--- src/rtl/ysyx_220053_muldiv_ctrl.sv ---
// RV64M multiply/divide sequencer: radix-2 shift-add multiplier and restoring divider.
// Latency: result N+1 cycles after accept (N=64, or 32 for W ops); div-by-zero and overflow take 1 cycle.
// Backpressure: stall_o holds the core while busy; ready_o only in IDLE; flush_i aborts at the next edge.
// Optional: define MULDIV_FASTMUL_EN for a single-cycle 64x64 array multiplier (division unchanged).
module ysyx_220053_muldiv_ctrl #(
  parameter int XLEN = 64
) (
  input  logic            clk,
  input  logic            rst_n,
  input  logic            valid_i,
  input  logic            flush_i,
  input  logic [2:0]      func3_i,
  input  logic            word_i,
  input  logic [XLEN-1:0] src1_i,
  input  logic [XLEN-1:0] src2_i,
  output logic            ready_o,
  output logic            stall_o,
  output logic            out_valid_o,
  output logic [XLEN-1:0] result_o
);

  typedef enum logic [1:0] {S_IDLE, S_MUL, S_DIV, S_DONE} state_e;

  state_e        state_q, state_d;
  logic [5:0]    cnt_q, cnt_d;
  logic [2:0]    func3_q, func3_d;
  logic          word_q, word_d;
  logic          neg_q, neg_d;
  logic [127:0]  prod_q, prod_d;
  logic [127:0]  mcand_q, mcand_d;
  logic [63:0]   mplier_q, mplier_d;
  logic [63:0]   rem_q, rem_d;
  logic [63:0]   quo_q, quo_d;
  logic [63:0]   dsor_q, dsor_d;
  logic [63:0]   result_q, result_d;

  // operand preparation on the incoming instruction
  logic          is_div, sgn_a, sgn_b, a_neg, b_neg, div_zero, div_ovf;
  logic [63:0]   a_ext, b_ext, a_mag, b_mag;

  // result shaping from the datapath registers
  logic [63:0]   prod_hi_s, quo_s, rem_s, raw_res, final_res;

  // iteration step terms
  logic [64:0]   div_sh;

  // Extend W operands, then split signed operands into sign flag plus magnitude
  always_comb begin
    is_div   = func3_i[2];
    sgn_a    = (func3_i == 3'd1) || (func3_i == 3'd2) || (func3_i == 3'd4) || (func3_i == 3'd6);
    sgn_b    = (func3_i == 3'd1) || (func3_i == 3'd4) || (func3_i == 3'd6);
    a_ext    = word_i ? {{32{sgn_a & src1_i[31]}}, src1_i[31:0]} : src1_i;
    b_ext    = word_i ? {{32{sgn_b & src2_i[31]}}, src2_i[31:0]} : src2_i;
    a_neg    = sgn_a & a_ext[63];
    b_neg    = sgn_b & b_ext[63];
    a_mag    = a_neg ? -a_ext : a_ext;
    b_mag    = b_neg ? -b_ext : b_ext;
    div_zero = is_div && (b_ext == 64'd0);
    div_ovf  = is_div && !func3_i[0] && (b_ext == '1) &&
               (a_ext == (word_i ? 64'hFFFF_FFFF_8000_0000 : 64'h8000_0000_0000_0000));
  end

  // Restore signs and select the architectural result; the high half of -prod
  // is ~hi plus the carry out of negating the low half
  always_comb begin
    prod_hi_s = neg_q ? (~prod_q[127:64] + {63'd0, (prod_q[63:0] == 64'd0)}) : prod_q[127:64];
    quo_s     = neg_q ? -quo_q : quo_q;
    rem_s     = neg_q ? -rem_q : rem_q;
    case (func3_q)
      3'd0:       raw_res = prod_q[63:0];
      3'd1, 3'd2,
      3'd3:       raw_res = prod_hi_s;
      3'd4, 3'd5: raw_res = quo_s;
      default:    raw_res = rem_s;
    endcase
    final_res = word_q ? {{32{raw_res[31]}}, raw_res[31:0]} : raw_res;
  end

  // Next-state and datapath update: accept, iterate one bit per cycle, publish
  always_comb begin
    state_d  = state_q;
    cnt_d    = cnt_q;
    func3_d  = func3_q;
    word_d   = word_q;
    neg_d    = neg_q;
    prod_d   = prod_q;
    mcand_d  = mcand_q;
    mplier_d = mplier_q;
    rem_d    = rem_q;
    quo_d    = quo_q;
    dsor_d   = dsor_q;
    result_d = result_q;
    div_sh   = {rem_q, quo_q[63]};

    case (state_q)
      S_IDLE: begin
        if (valid_i && !flush_i) begin
          func3_d = func3_i;
          word_d  = word_i;
          if (is_div) begin
            // quotient sign from both operands, remainder follows the dividend
            neg_d = func3_i[1] ? a_neg : (a_neg ^ b_neg);
            if (div_zero || div_ovf) begin
              // load the final quotient/remainder directly, no sign fix-up needed
              neg_d   = 1'b0;
              quo_d   = div_zero ? '1 : a_ext;
              rem_d   = div_zero ? a_ext : 64'd0;
              state_d = S_DONE;
            end else begin
              // W dividends start in the top half so the MSB-first walk sees them first
              rem_d   = 64'd0;
              quo_d   = word_i ? {a_mag[31:0], 32'd0} : a_mag;
              dsor_d  = b_mag;
              cnt_d   = word_i ? 6'd31 : 6'd63;
              state_d = S_DIV;
            end
          end else begin
            neg_d = a_neg ^ b_neg;
`ifdef MULDIV_FASTMUL_EN
            prod_d  = {64'd0, a_mag} * {64'd0, b_mag};
            state_d = S_DONE;
`else
            prod_d   = 128'd0;
            mcand_d  = {64'd0, a_mag};
            mplier_d = b_mag;
            cnt_d    = word_i ? 6'd31 : 6'd63;
            state_d  = S_MUL;
`endif
          end
        end
      end
      S_MUL: begin
        prod_d   = prod_q + (mplier_q[0] ? mcand_q : 128'd0);
        mcand_d  = {mcand_q[126:0], 1'b0};
        mplier_d = {1'b0, mplier_q[63:1]};
        if (cnt_q == 6'd0) state_d = S_DONE;
        else               cnt_d   = cnt_q - 6'd1;
      end
      S_DIV: begin
        if (div_sh >= {1'b0, dsor_q}) begin
          rem_d = div_sh[63:0] - dsor_q;
          quo_d = {quo_q[62:0], 1'b1};
        end else begin
          rem_d = div_sh[63:0];
          quo_d = {quo_q[62:0], 1'b0};
        end
        if (cnt_q == 6'd0) state_d = S_DONE;
        else               cnt_d   = cnt_q - 6'd1;
      end
      S_DONE: begin
        state_d = S_IDLE;
        if (!flush_i) result_d = final_res;
      end
      default: state_d = S_IDLE;
    endcase

    // an abort wins over everything else
    if (flush_i) begin
      state_d = S_IDLE;
      cnt_d   = 6'd0;
    end
  end

  // State and datapath registers
  always_ff @(posedge clk or negedge rst_n) begin
    if (!rst_n) begin
      state_q  <= S_IDLE;
      cnt_q    <= 6'd0;
      func3_q  <= 3'd0;
      word_q   <= 1'b0;
      neg_q    <= 1'b0;
      prod_q   <= 128'd0;
      mcand_q  <= 128'd0;
      mplier_q <= 64'd0;
      rem_q    <= 64'd0;
      quo_q    <= 64'd0;
      dsor_q   <= 64'd0;
      result_q <= 64'd0;
    end else begin
      state_q  <= state_d;
      cnt_q    <= cnt_d;
      func3_q  <= func3_d;
      word_q   <= word_d;
      neg_q    <= neg_d;
      prod_q   <= prod_d;
      mcand_q  <= mcand_d;
      mplier_q <= mplier_d;
      rem_q    <= rem_d;
      quo_q    <= quo_d;
      dsor_q   <= dsor_d;
      result_q <= result_d;
    end
  end

  // Handshake outputs; the result is live in DONE and held afterwards
  always_comb begin
    ready_o     = (state_q == S_IDLE);
    stall_o     = (state_q == S_MUL) || (state_q == S_DIV) || ((state_q == S_IDLE) && valid_i);
    out_valid_o = (state_q == S_DONE) && !flush_i;
    result_o    = (state_q == S_DONE) ? final_res : result_q;
  end

endmodule

--- config.mk ---
export PLATFORM = sky130hd
export DESIGN_NAME = ysyx_220053_muldiv_ctrl
export DESIGN_NICKNAME = d
export VERILOG_FILES = /design/src/rtl/ysyx_220053_muldiv_ctrl.sv
export SDC_FILE = /design/constraint.sdc
export NUM_CORES = 2
export LEC_CHECK = 0
export ABC_AREA = 1
export CORE_MARGIN = 5
export CORE_UTILIZATION = 35
export CTS_CLUSTER_SIZE = 10
export DETAILED_ROUTE_END_ITERATION = 8
export HOLD_SLACK_MARGIN = 0.1
export PLACE_DENSITY = 0.62
export SLEW_MARGIN = 30
export SYNTH_ARGS = -nofsm -noshare
export SYNTH_HDL_FRONTEND = slang
export SYNTH_SLANG_ARGS = --single-unit
export TNS_END_PERCENT = 1
--- constraint.sdc ---
create_clock -name clk -period 3.4 [get_ports clk]
set_input_delay 0.68 -clock clk [delete_from_list [all_inputs] [get_ports clk]]
set_output_delay 0.68 -clock clk [all_outputs]
set_load 0.02 [all_outputs]
After elaboration in Yosys (flattened, before gate mapping)

Cells that the tools add are included.

Logic and storage cells: 135
Input bits: 136
Output and inout port bits: 67
Flip-flop bits (word level): 589

Reductions and logical operators: 35
Equal/unequal tests: 21
Mux-type cells: 50
Bitwise logic cells: 8
Magnitude comparators: 1
Add/subtract/negate cells: 8

Operators by type and width:

| kind                 | number |
|---|---|
| $mux 64              | 21 |
| $mux 128             | 5 |
| $pmux 128 s2         | 2 |
| $pmux 64 s2          | 3 |
| $neg 64->64          | 4 |
| $pmux 64 s3          | 1 |
| $add 128x128->128    | 1 |
| $logic_not 64->1     | 2 |
| $ge 65x64->1         | 1 |
| $add 64x1->64        | 1 |
| $eq 64x64->1         | 1 |
| $eq 64x64->1 const B | 1 |
| $not 64->64          | 1 |
| $sub 64x64->64       | 1 |
| $mux 63              | 1 |
| $mux 6               | 6 |
| $eq 3x3->1 const B   | 4 |
| $pmux 6 s2           | 1 |
| $eq 3x2->1 const B   | 3 |
| $logic_or 1x1->1     | 8 |
| $mux 2               | 4 |
| $reduce_and 4->1     | 2 |
| $logic_and 1x1->1    | 7 |
| $eq 3x1->1 const B   | 2 |
| other kinds (24)     | 40 |

Longest topological paths before layout

Depth in word-level cells: 14
Gate-level depth with buffers: 22
Gate-level depth less buffers: 22

Worst setup path before layout

Ideal clock, no wire load.

Path kind: register to output
Start point: reg prod_q[56]
End point: out result_o[24]
Cell stages (with the launch flop): 20
Setup slack: -0.314 ns
Arrival time: 3.034 ns
Required time: 2.720 ns
Path through: dfrtp_1 nor4_1 nand2_1 nor2_1 nand4_1 nor3_1 ha_1 ha_1 nand2_1 inv_1 nand2_1 nor2_1 nand3_1 nand2_1 nand2_1 a21oi_1 o21ai_0 o211ai_1 a21oi_1 o21ai_0

Longest elaborated chain between the ends: 6

Ends and longest elaborated chain:

| what                     | RTL line | text |
|---|---|---|
| start: declaration       | 29       | `logic [127:0] prod_q, prod_d;` |
| start signal: assignment | 185      | `prod_q <= prod_d;` |
| $logic_not 64->1         | 66       | `prod_hi_s = neg_q ? (~prod_q[127:64] + {63'd0, (prod_q[63:0] == 64'd0)}) : prod_q[127:64];` |
| $add 64x1->64            | 66       |  |
| $mux 64                  | 66       |  |
| $pmux 64 s3              | 69       | `case (func3_q)` |
| $mux 64                  | 76       | `final_res = word_q ? {{32{raw_res[31]}}, raw_res[31:0]} : raw_res;` |
| $mux 64                  | 200      | `result_o = (state_q == S_DONE) ? final_res : result_q;` |
| end: declaration         | 19       | `output logic [XLEN-1:0] result_o` |

Every way passes these cells.

Final worst setup path

Start point: reg prod_q[16]
End point: out result_o[23]

Same word-level chain as after synthesis.

==> metrics.txt <==
starting DRC count in detailed routing=8141; DR vias/cell=5.49; max-cap violations=0; Max clock buf depth=3; violated checks=negative setup slack; Worst Setup SP=prod_q[16]$_DFFE_PN0P_; Wirelength per Cell=26.9 µm; largest net degree at the start of global routing=100; final core occ=52.7%; first-pass GRT wire length=540000 µm; fill count=16.6k; crit start category=register; syn avg cell area=5.89 µm²; Tot GR Track Use=44.2%; CP endpoint=result_o[23]; post-route minimum period=5320 ps; number of port buffers=202; synth top area cells=dfrtp_1 (26%), nand2_1 (19%), inv_1 (8.9%); clk_skew=51.9 ps; Vias=78.6k; final worst slack=-1920 ps; Power Density=855 nW/µm²; IO Pins=203; period utilisation layout=156%; Post-synth top cells=nand2_1 (2790), inv_1 (1344), nor2_1 (1220); worst-path fanout max=3; CTS tree=built; Core Rows=147; Worst Path Arrival=4640 ps; Worst R2R Setup Slack=-450 ps; synth unique cells=49; R2R depth=23; maximum vdd drop=0.868 mV; worst slack, placed=-2060 ps; Max Slew Vio Count=0; Ys Warns=0; Die X=412 µm; clock root cell=clkbuf_16; asr flop ratio synth=100%; layout cells sized above 1=25.6%; latest clock arrival within the worst-skew pair=780 ps; area leader, netlist=dfrtp_1; CP Capture Type=output port; die height=412 µm; HPWL after detailed placement=326000 µm; number of synthesized register bits=589; Slew Limit Headroom=44.0%; cts bufs inserted=81; Post-synth EDFFs=0; Post-Synthesis Cells=9602; routability cong.=1.13; CTS Sinks=589; P&R area growth vs syn=49.7%; Syn Nets=9944; area of the die=170000 µm²; vias in the first global route=77.6k; Pleak=0.0426 µW; r2r startpoint=prod_q[16]$_DFFE_PN0P_; most frequent cell after synthesis=nand2_1; ys flop type=dfrtp_1; Max Clk Rate=0.188 GHz; DRC=0; unrepaired setup endpoints after global routing=true; DRT Pass-1 Iters=9; starting density of the core=35.2%; sequential cell area fraction in the yosys report=26.1%; drt total wl=386000 µm; Setup Viol. Count Final=183; end of the worst register-to-register path=result_q[18]$_DFFE_PN0P_; antenna violations before repair=19; Synth top area share=26.1%; Min-Delay Path Class=in -> async; Worst-path clk slew=60 ps; Critical Path RT=2720 ps; core box area=161000 µm²; worst-margin pin slew=834 ps; Fin. Hold Viols=0; critical path class=reg -> out; nets=12.4k; GRT Residual Overflow=0; outcome=complete, but fails checks; Routed Antenna Nets=0; htree depth=3; Post-Syn Area=56500 µm²
## per-layer routing
metal  share of wire [%]  vias up  wire (µm)  track usage, %
met3                 7.5     1432      28800            7.77
met1                  35    36870     133000            47.3
li1                    -    36118          -               -
met5              0.0047        -         18          0.0287
met2                  45     4173     172000            71.8
met4                  13        4      51400            45.4
## stage by stage
step	area (µm²)	total power [µW]	std cells	hold slack, ps	TNS, ps
2_1_floorplan	56600	33500	9602	384	-2700
3_3_place_gp	80400	59500	14159	465	-244170
3_5_place_dp	80400	59700	14159	465	-261630
4_1_cts	83400	70100	14302	467	-128170
5_1_grt	84600	75800	14316	493	-154640
6_report	84600	72400	14324	466	-131190
## worst min-delay path by stage
stage	cells past startpoint	endpoint	slack, ps	start
3_5_place_dp	2	result_q[44]$_DFFE_PN0P_	460	result_q[44]$_DFFE_PN0P_
3_3_place_gp	2	result_q[33]$_DFFE_PN0P_	470	result_q[33]$_DFFE_PN0P_
5_1_grt	2	prod_q[8]$_DFFE_PN0P_	490	rst_n
4_1_cts	2	prod_q[8]$_DFFE_PN0P_	470	rst_n
6_report	2	prod_q[8]$_DFFE_PN0P_	470	rst_n
2_1_floorplan	0	cnt_q[0]$_DFFE_PN0P_	380	rst_n
## cell usage in the layout, fill, tap and decap left out, drive strengths merged, types with 204 or more instances in the layout
cell and count:
nand2 2795, buf 2569, inv 1358, nor2 1225, o21ai 737, a21oi 699
nand3 698, dfrtp 589, ha 204
## kinds of logic after synthesis
family	count (synthesis)	share of synthesized area (%)
AO/OA/AOI/OAI	1813	17.7
buffers and inverters	1676	11.3
adder cells (fa/ha/maj)	206	4.59
flip-flops	589	26.1
AND/OR/NAND/NOR	5110	37.1
XOR/XNOR	208	3.22
## area by class of cell
cell class / count / area [µm²] / share of cell area (%)
multi-input cells: 7337 / 37100 / 43.8
repair buffers: 2723 / 22200 / 26.3
flip-flops and latches: 589 / 14700 / 17.4
inverters: 1360 / 5120 / 6.05
well taps: 2160 / 2700 / 3.19
clock buffers: 107 / 2300 / 2.71
clock inverters: 28 / 422 / 0.498
diodes: 20 / 50.0 / 0.0591
## worst max-delay path: stages (launching register included)
cell	delay, ps
dfrtp_1	400
inv_2	60
nand4_1	170
nor4_4	480
buf_4	190
nand4_1	130
nor3_4	260
ha_4	240
nand4_1	190
nor2_4	210
inv_2	70
nor2_4	100
xor2_1	140
nand2_1	60
o211ai_1	310
o2111ai_2	330
buf_4	260
nand2_1	60
o21ai_1	50
buf_2	160
## registers in the layout, summed over array words and instances, names as in the netlist
signal    flops
mcand_q     128
result_q     64
quo_q        64
state_q       2
word_q        1
func3_q       3
prod_q      128
mplier_q     64
rem_q        64
dsor_q       64
neg_q         1
cnt_q         6
## power breakdown
part / internal, µW / leakage [µW] / switching (µW)
logic: 20500 / 0.0335 / 32000
clock network: 5280 / 0.00133 / 3940
registers: 9220 / 0.00772 / 1460
total: 35000 / 0.0426 / 37400
## repair_timing
item	CTS	global route
endpoints found under the setup margin	215	368
pin swaps	27	30
hold buffers	1	0
resized for setup	321	388
endpoints found under the hold margin	29	0
setup buffers	7	3
(Power assumes the default switching activity.)
